**config.mk**
```make
export PLATFORM = sky130hd
export DESIGN_NAME = chip_protocol_sequencer
export DESIGN_NICKNAME = d
export VERILOG_FILES = /design/src/rtl/chip_protocol_sequencer.sv
export SDC_FILE = /design/constraint.sdc
export NUM_CORES = 1
export LEC_CHECK = 0
export CORE_ASPECT_RATIO = 0.8
export CORE_MARGIN = 2
export CORE_UTILIZATION = 57
export CTS_CLUSTER_DIAMETER = 200
export CTS_CLUSTER_SIZE = 8
export DETAILED_ROUTE_END_ITERATION = 8
export HOLD_SLACK_MARGIN = 0.12
export PLACE_DENSITY = 0.81
export SYNTH_ARGS = -nofsm -noshare
export SYNTH_HDL_FRONTEND = slang
export SYNTH_SLANG_ARGS = --single-unit
export TNS_END_PERCENT = 1
```
**constraint.sdc**
```tcl
create_clock -name clk -period 4.23 [get_ports clk]
set_clock_uncertainty 0.05 [all_clocks]
set_input_delay 1.0575 -clock clk [delete_from_list [all_inputs] [get_ports clk]]
set_output_delay 1.0575 -clock clk [all_outputs]
set_load 0.02 [all_outputs]
```
**src/rtl/chip_protocol_sequencer.sv**
```systemverilog
// chip_protocol_sequencer
// Stage sequencer for the ChIP chip control-layer pads: LOAD -> MIX -> WASH ->
// COLLECT (-> FLUSH) -> IDLE. All outputs are registered; pad values are
// decoded from the next state so they change on the same edge as `state`.
// Optional feature macro: CHIP_SEQ_FLUSH_EN adds a vent-everything FLUSH
// stage after COLLECT.
module chip_protocol_sequencer #(
    parameter int SIZE         = 2,
    parameter int PUMP_DIV     = 4,
    parameter int CNT_W        = 16,
    parameter int FLUSH_CYCLES = 8
) (
    input  logic              clk,
    input  logic              rst_n,
    input  logic              start,
    input  logic              abort,
    input  logic [2:0]        inlet_sel,
    input  logic [SIZE-1:0]   ring_mask,
    input  logic [CNT_W-1:0]  load_time,
    input  logic [CNT_W-1:0]  pump_cycles,
    input  logic [CNT_W-1:0]  wash_time,
    output logic              busy,
    output logic              done,
    output logic              err,
    output logic [2:0]        state,
    output logic [4:0]        pad_ctrl_inlet,
    output logic              pad_ctrl_prep_inlet,
    output logic              pad_ctrl_v1,
    output logic              pad_ctrl_sieve,
    output logic              pad_ctrl_collect,
    output logic [1:0]        pad_ctrl_prep_outlet,
    output logic [SIZE-1:0]   pad_ctrl_ring,
    output logic [2:0]        pad_pump
);

    typedef enum logic [2:0] {
        S_IDLE    = 3'd0,
        S_LOAD    = 3'd1,
        S_MIX     = 3'd2,
        S_WASH    = 3'd3,
        S_COLLECT = 3'd4,
        S_FLUSH   = 3'd5
    } state_t;

    localparam logic [CNT_W-1:0] ONE      = CNT_W'(1);
    localparam logic [CNT_W-1:0] DIV_LAST = CNT_W'(PUMP_DIV - 1);
`ifdef CHIP_SEQ_FLUSH_EN
    localparam logic [CNT_W-1:0] FLUSH_LAST = (FLUSH_CYCLES > 0) ? CNT_W'(FLUSH_CYCLES - 1) : '0;
`endif

    // A zero duration still occupies one cycle, so the timer reload saturates at 0.
    function automatic logic [CNT_W-1:0] dec_sat(input logic [CNT_W-1:0] v);
        return (v == '0) ? '0 : v - ONE;
    endfunction

    state_t             state_q, state_d;
    logic [CNT_W-1:0]   timer_q, timer_d;
    logic [CNT_W-1:0]   pcnt_q, pcnt_d;
    logic [CNT_W-1:0]   div_q, div_d;
    logic [1:0]         phase_q, phase_d;
    logic [CNT_W-1:0]   load_len_q, load_len_d;
    logic [CNT_W-1:0]   pump_len_q, pump_len_d;
    logic [CNT_W-1:0]   wash_len_q, wash_len_d;
    logic [2:0]         sel_q, sel_d;
    logic [SIZE-1:0]    ring_q, ring_d;
    logic               err_q, err_d;
    logic               done_q, done_d;
    logic               busy_q, busy_d;

    logic [4:0]         inlet_q, inlet_d;
    logic               prep_in_q, prep_in_d;
    logic               v1_q, v1_d;
    logic               sieve_q, sieve_d;
    logic               collect_q, collect_d;
    logic [1:0]         prep_out_q, prep_out_d;
    logic [SIZE-1:0]    pring_q, pring_d;
    logic [2:0]         pump_q, pump_d;

    // State register and all registered outputs.
    always_ff @(posedge clk) begin
        if (!rst_n) begin
            state_q    <= S_IDLE;
            timer_q    <= '0;
            pcnt_q     <= '0;
            div_q      <= '0;
            phase_q    <= '0;
            load_len_q <= '0;
            pump_len_q <= '0;
            wash_len_q <= '0;
            sel_q      <= '0;
            ring_q     <= '0;
            err_q      <= 1'b0;
            done_q     <= 1'b0;
            busy_q     <= 1'b0;
            inlet_q    <= '1;
            prep_in_q  <= 1'b1;
            v1_q       <= 1'b1;
            sieve_q    <= 1'b1;
            collect_q  <= 1'b1;
            prep_out_q <= '1;
            pring_q    <= '1;
            pump_q     <= '1;
        end else begin
            state_q    <= state_d;
            timer_q    <= timer_d;
            pcnt_q     <= pcnt_d;
            div_q      <= div_d;
            phase_q    <= phase_d;
            load_len_q <= load_len_d;
            pump_len_q <= pump_len_d;
            wash_len_q <= wash_len_d;
            sel_q      <= sel_d;
            ring_q     <= ring_d;
            err_q      <= err_d;
            done_q     <= done_d;
            busy_q     <= busy_d;
            inlet_q    <= inlet_d;
            prep_in_q  <= prep_in_d;
            v1_q       <= v1_d;
            sieve_q    <= sieve_d;
            collect_q  <= collect_d;
            prep_out_q <= prep_out_d;
            pring_q    <= pring_d;
            pump_q     <= pump_d;
        end
    end

    // Next-state, timers and run-parameter capture.
    always_comb begin
        state_d    = state_q;
        timer_d    = timer_q;
        pcnt_d     = pcnt_q;
        div_d      = div_q;
        phase_d    = phase_q;
        load_len_d = load_len_q;
        pump_len_d = pump_len_q;
        wash_len_d = wash_len_q;
        sel_d      = sel_q;
        ring_d     = ring_q;
        err_d      = err_q;
        done_d     = 1'b0;

        unique case (state_q)
            S_IDLE: begin
                if (start && !abort) begin
                    if (inlet_sel < 3'd5) begin
                        state_d    = S_LOAD;
                        err_d      = 1'b0;
                        load_len_d = load_time;
                        pump_len_d = pump_cycles;
                        wash_len_d = wash_time;
                        sel_d      = inlet_sel;
                        ring_d     = ring_mask;
                        timer_d    = dec_sat(load_time);
                    end else begin
                        err_d = 1'b1;
                    end
                end
            end
            S_LOAD: begin
                if (timer_q == '0) begin
                    state_d = S_MIX;
                    pcnt_d  = dec_sat(pump_len_q);
                    phase_d = 2'd0;
                    div_d   = DIV_LAST;
                end else begin
                    timer_d = timer_q - ONE;
                end
            end
            S_MIX: begin
                // Product pump_cycles*3*PUMP_DIV is walked as nested counters
                // (cycle count, phase 0..2, divider) so it cannot overflow.
                if (pump_len_q == '0) begin
                    state_d = S_WASH;
                    timer_d = dec_sat(wash_len_q);
                end else if (div_q != '0) begin
                    div_d = div_q - ONE;
                end else begin
                    div_d = DIV_LAST;
                    if (phase_q != 2'd2) begin
                        phase_d = phase_q + 2'd1;
                    end else begin
                        phase_d = 2'd0;
                        if (pcnt_q == '0) begin
                            state_d = S_WASH;
                            timer_d = dec_sat(wash_len_q);
                        end else begin
                            pcnt_d = pcnt_q - ONE;
                        end
                    end
                end
            end
            S_WASH: begin
                if (timer_q == '0) begin
                    state_d = S_COLLECT;
                    timer_d = dec_sat(load_len_q);
                end else begin
                    timer_d = timer_q - ONE;
                end
            end
            S_COLLECT: begin
                if (timer_q == '0) begin
`ifdef CHIP_SEQ_FLUSH_EN
                    state_d = S_FLUSH;
                    timer_d = FLUSH_LAST;
`else
                    state_d = S_IDLE;
                    done_d  = 1'b1;
`endif
                end else begin
                    timer_d = timer_q - ONE;
                end
            end
`ifdef CHIP_SEQ_FLUSH_EN
            S_FLUSH: begin
                if (timer_q == '0) begin
                    state_d = S_IDLE;
                    done_d  = 1'b1;
                end else begin
                    timer_d = timer_q - ONE;
                end
            end
`endif
            default: begin
                state_d = S_IDLE;
            end
        endcase

        if (abort) begin
            state_d = S_IDLE;
            done_d  = 1'b0;
            err_d   = err_q;
        end
    end

    // Pad decode from the next state so pads and `state` switch together.
    always_comb begin
        busy_d     = (state_d != S_IDLE);
        inlet_d    = '1;
        prep_in_d  = 1'b1;
        v1_d       = 1'b1;
        sieve_d    = 1'b1;
        collect_d  = 1'b1;
        prep_out_d = '1;
        pring_d    = '1;
        pump_d     = '1;

        unique case (state_d)
            S_LOAD: begin
                inlet_d[sel_d] = 1'b0;
                prep_in_d      = 1'b0;
            end
            S_MIX: begin
                v1_d = 1'b0;
                if (pump_len_d != '0) begin
                    unique case (phase_d)
                        2'd0:    pump_d = 3'b011;
                        2'd1:    pump_d = 3'b101;
                        default: pump_d = 3'b110;
                    endcase
                end
            end
            S_WASH: begin
                inlet_d[0]    = 1'b0;
                sieve_d       = 1'b0;
                prep_out_d[0] = 1'b0;
            end
            S_COLLECT: begin
                collect_d     = 1'b0;
                prep_out_d[1] = 1'b0;
                pring_d       = ~ring_d;
            end
            S_FLUSH: begin
                inlet_d    = '0;
                prep_in_d  = 1'b0;
                v1_d       = 1'b0;
                sieve_d    = 1'b0;
                collect_d  = 1'b0;
                prep_out_d = '0;
                pring_d    = '0;
                pump_d     = '0;
            end
            default: begin
            end
        endcase
    end

    assign state                = state_q;
    assign busy                 = busy_q;
    assign done                 = done_q;
    assign err                  = err_q;
    assign pad_ctrl_inlet       = inlet_q;
    assign pad_ctrl_prep_inlet  = prep_in_q;
    assign pad_ctrl_v1          = v1_q;
    assign pad_ctrl_sieve       = sieve_q;
    assign pad_ctrl_collect     = collect_q;
    assign pad_ctrl_prep_outlet = prep_out_q;
    assign pad_ctrl_ring        = pring_q;
    assign pad_pump             = pump_q;

endmodule

```
After elaboration in Yosys (flattened, before gate mapping)
Index checks and enable logic that the tools add are counted.
{"block": "word_totals", "register_bits": 125, "latch_bits": 0, "ram_bits": 0, "romBits": 0, "input_bits": 57, "output_inout_bits": 22, "word_cells": 148, "memories": 0}
{"block": "classes", "add_sub_neg": 8, "mul": 0, "div": 0, "order_cmp": 3, "n_eq_ne": 22, "n_shift": 0, "mux": 62, "bitwise_logic": 5, "n_reduce_logical": 27}
{"op": "$mux 16", "count": 23}
{"op": "$sub 16x1->16 const B", "count": 7}
{"op": "$logic_not 16->1", "count": 6}
{"op": "$pmux 16 s2", "count": 2}
{"op": "$pmux 16 s4", "count": 1}
{"op": "$mux 3", "count": 14}
{"op": "$reduce_bool 16->1", "count": 2}
{"op": "$ne 2x2->1 const B", "count": 9}
{"op": "$pmux 3 s5", "count": 1}
{"op": "$mux 2", "count": 7}
{"op": "$eq 3x2->1 const B", "count": 4}
{"op": "$pmux 3 s2", "count": 2}
{"op": "$reduce_or 2->1", "count": 5}
{"op": "$eq 3x3->1 const B", "count": 3}
{"op": "$ne 3x3->1 const B", "count": 3}
{"op": "$reduce_and 3->1", "count": 3}
{"op": "$pmux 2 s2", "count": 2}
{"op": "$pmux 4 s2", "count": 1}
{"op": "$mux 1", "count": 7}
{"op": "$reduce_and 7->1", "count": 1}
{"op": "$eq 3x1->1 const B", "count": 2}
{"op": "$reduce_and 6->1", "count": 1}
{"op": "$not 5->5", "count": 1}
{"op": "$lt 3x4->1 const B", "count": 1}
{"op": "other kinds (16)", "count": 19}

Logic depth before layout (Yosys ltp)
{"block": "depth", "ltp_word": 10, "mapped_depth": 10, "mapped_depth_nobuf": 8}

Worst setup path before layout
OpenSTA, ideal clock, no wires.
{"block": "synth_path", "kind": "reg-to-reg", "from": "register pcnt_q[0]", "to": "register timer_q[13]", "setup_time_ps": 119, "arrival_time_ps": 2913, "required_ps": 4061, "slack_ps": 1148, "path_stages_with_launch": 9, "path_buffers": 0, "synth_period_minus_slack_ps": 3082, "cell_sequence": "dfxtp_1 -> inv_1 -> ha_1 -> or4b_4 -> or4b_4 -> or4_4 -> a221oi_4 -> o221ai_1 -> o221a_1"}
{"block": "synth_via", "elab_chain_cells": 3}
{"item": "from (decl)", "line_no": "58", "rtl": "logic [CNT_W-1:0] pcnt_q, pcnt_d;"}
{"item": "from (signal assigned)", "line_no": "106", "rtl": "pcnt_q <= pcnt_d;"}
{"item": "$logic_not 16->1", "line_no": "184", "rtl": "if (pcnt_q == '0) begin"}
{"item": "$ne 3x3->1 (no line)"}
{"item": "$reduce_and 7->1 (no line)"}
{"item": "to (signal assigned)", "line_no": "105", "rtl": "timer_q <= timer_d;"}
{"item": "to (decl)", "line_no": "57", "rtl": "logic [CNT_W-1:0] timer_q, timer_d;"}
No other way between the ends.
A chain may end at the register's enable or synchronous reset.

Worst setup path after layout
{"block": "layout_path", "from": "register pcnt_q[0]", "to": "register timer_q[5]"}
Same word-level chain as after synthesis.

==> flow_summary.toml <==
[global_routing]
grt_pass1_vias = 6401
grt_pass1_wl_um = 32600
grt_use_total_pct = 30.2
grt_max_degree = 44
antenna_found_initial = 0
grt_remaining_overflow = 0

[timing]
setup_tns_ns = 0
period_share_pct = 83.8
finalHoldViolations = 0
fmax_mhz = 282
setup_viol = 0
slew_viol_final = 0
min_period_ns = 3.54
tightestPinTransition_ns = 0.943
max-slew-margin-rel_pct = 36.5
grt_setup_unrepaired = "false"

[worst_setup_path]
cp.required_ns = 4.47
start_kind = "flop"
rrSetupSlack_ns = 0.69
startpoint = "pcnt_q[0]"
ff2ff_path_depth = 9
cp_max_fo = 18
path_class = "reg -> reg"
arrival_ns = 3.78
cp-end-kind = "flop"
rr_startpoint = "pcnt_q[0]"
r2r_end = "timer_q[5]"
crit_end = "timer_q[5]"

[clock_network]
cts_resized = 0
ctsRootBufferMaster = "clkbuf_16"
cts_tree = "yes"
clkLatencyLatePin_ns = 0.43
path_clk_slew_ns = 0.06
clockBufferDepth = 2
postCtsHoldBufs = 0
cts.sinks = 123
post_cts_buffers = 0
h-tree-depth = 4
numCtsBuffers = 17

[pwr]
power_leakage_nw = 3.25
finalPower_w = 0.00343
pwr_density_cell_mw_per_mm2 = 396
irDropWorstVdd_uv = 315

[drt]
finalWirelength_um = 19500
drcViolationCount = 0
drtIter0Drc = 663
viasPerCell = 6.18
first_pass_iters = 5
vias = 7128
wl_per_cell_um = 16.9
ant_nets = 0

[floorplanning]
core_sq_mm = 0.0122
fp-row-count = 36
initial_core_util_pct = 58.3
pin_count = 79
die_w_um = 129
die_h_um = 104
dieArea_sq_mm = 0.0133

[finish]
fill_cells = 973
final_layout_size_suffix_gt1_share_pct = 7.19
nets = 1053
diodes = 0
stdcell_area_sq_mm = 0.00865
area_growth_pct = 22.1

[placement]
hpwl_um = 13700
gp_congestion = 0.978
place_area_sq_mm = 0.00801
port_buffers = 78

[flow_run]
cap_viol_max_count = 0

[synth]
synthCells = 917
synth_seq_cells = 123
synth-warning-count = 0
synth_area_sq_mm = 0.00708
synth.avg_cell_area_sq_um = 7.73
ys_seq_area_share_pct = 34.8
syn-num-nets = 982
synth_ff_type = "dfxtp_1"
synthDistinctLibCells = 66
synth_edf_count = 0
async_flop_share_pct = 0

[outcome]
status = "finished, final reports clean"

[worst_hold_path]
min_path_type = "reg -> reg"
-- synthesized netlist by cell type (all sizes together) (9+ instances only) --
library cell | number | area, sq um
o21ai | 49 | 245
nand4 | 13 | 81.3
xnor2 | 22 | 193
xor2 | 36 | 315
dfxtp | 123 | 2460
clkbuf | 40 | 150
or4 | 12 | 95.1
or3 | 14 | 87.6
a21boi | 60 | 450
nand3 | 25 | 125
a21oi | 41 | 205
inv | 20 | 75.1
nand2b | 9 | 56.3
nor4 | 25 | 156
nor3 | 35 | 175
nor2 | 71 | 267
o22ai | 21 | 131
nand2 | 162 | 608
-- cell type report --
cell class / count / area [sq um] / share of cell area [%]
flip-flops and latches: 123 / 2460 / 28.5
repair buffers: 97 / 918 / 10.6
well taps: 152 / 190 / 2.20
clock inverters: 13 / 191 / 2.21
inverters: 20 / 75.1 / 0.868
multi-input cells: 729 / 4370 / 50.5
clock buffers: 19 / 443 / 5.12
-- sequential cells by signal (all words and copies together), names as in the netlist, 5 cells and up --
| register | cells |
|---|---|
| load_len_q | 16 |
| pad_ctrl_inlet | 5 |
| pump_len_q | 16 |
| div_q | 16 |
| pcnt_q | 16 |
| timer_q | 16 |
| wash_len_q | 16 |
-- cells in the final DEF, fill, tap and decap left out, drive strengths merged, types with 6 or more instances in the layout --
cell type	count
nand3	25
a21boi	60
xnor2	22
or3	14
clkbuf	19
dfxtp	123
inv	22
nand4	13
nor3b	8
nor4	25
nand4b	6
nand2b	9
o22ai	21
xor2	36
nor3	35
nor2b	8
buf	20
a31oi	6
o21ai	49
ha	8
or4	12
nor2	71
a21oi	41
nand2	162
clkdlybuf4s50	77
a211oi	8
-- power breakdown --
group          leakage, nW  internal (W)  switching, W
clock                0.300       0.00101      0.000553
combinational         1.95      0.000262      0.000360
sequential           0.998       0.00120     0.0000463
-- logic make-up after synthesis --
group	count (synthesis)	synth area share, %
XOR/XNOR	58	7.17
buffers and inverters	65	3.76
AND/OR/NAND/NOR	418	29.0
AO/OA/AOI/OAI	239	23.0
multiplexers	6	0.865
adder cells (fa/ha/maj)	8	1.41
flip-flops	123	34.8
-- critical path, cell delays in order, from the launching register on --
cell and delay, ns:
dfxtp_1 0.33, inv_1 0.06, ha_1 0.20, or4b_4 0.52, or4b_4 0.57, or4_4 0.51, a221oi_4 0.49, buf_4 0.30
a21boi_0 0.23, o22ai_1 0.13
-- worst min path at each step --
stage | startpoint | end | cells past startpoint
after floorplan | timer_q[3] | timer_q[3] | 2
after global placement | timer_q[3] | timer_q[3] | 2
after detailed placement | timer_q[3] | timer_q[3] | 2
after CTS | timer_q[14] | timer_q[14] | 2
after global routing | wash_len_q[9] | wash_len_q[9] | 2
final | pump_len_q[9] | pump_len_q[9] | 2
-- metrics by stage --
| step | hold WS, ns | worst slack, ns | cells | util, % |
|---|---|---|---|---|
| global route | 0.464 | 0.565 | 1153 | 71.1 |
| finish | 0.438 | 0.685 | 1153 | 71.1 |
| CTS | 0.439 | 0.744 | 1153 | 71.1 |
| floorplan | 0.398 | 1.15 | 917 | - |
| detailed placement | 0.425 | 0.714 | 1121 | 65.9 |
| global placement | 0.418 | 0.782 | 1121 | 65.9 |
-- layer usage --
layer  vias to the layer above  routed length (um)  part of all wire [%]  GRT usage, %
met1                      3294                8860                    45          44.5
met4                         0                 332                   1.7          8.77
met2                       341                8400                    43          43.0
met5                         -                   0                     0             0
li1                       3454                   -                     -             -
met3                        39                1940                   9.9          8.21
(Power assumes the default switching activity.)
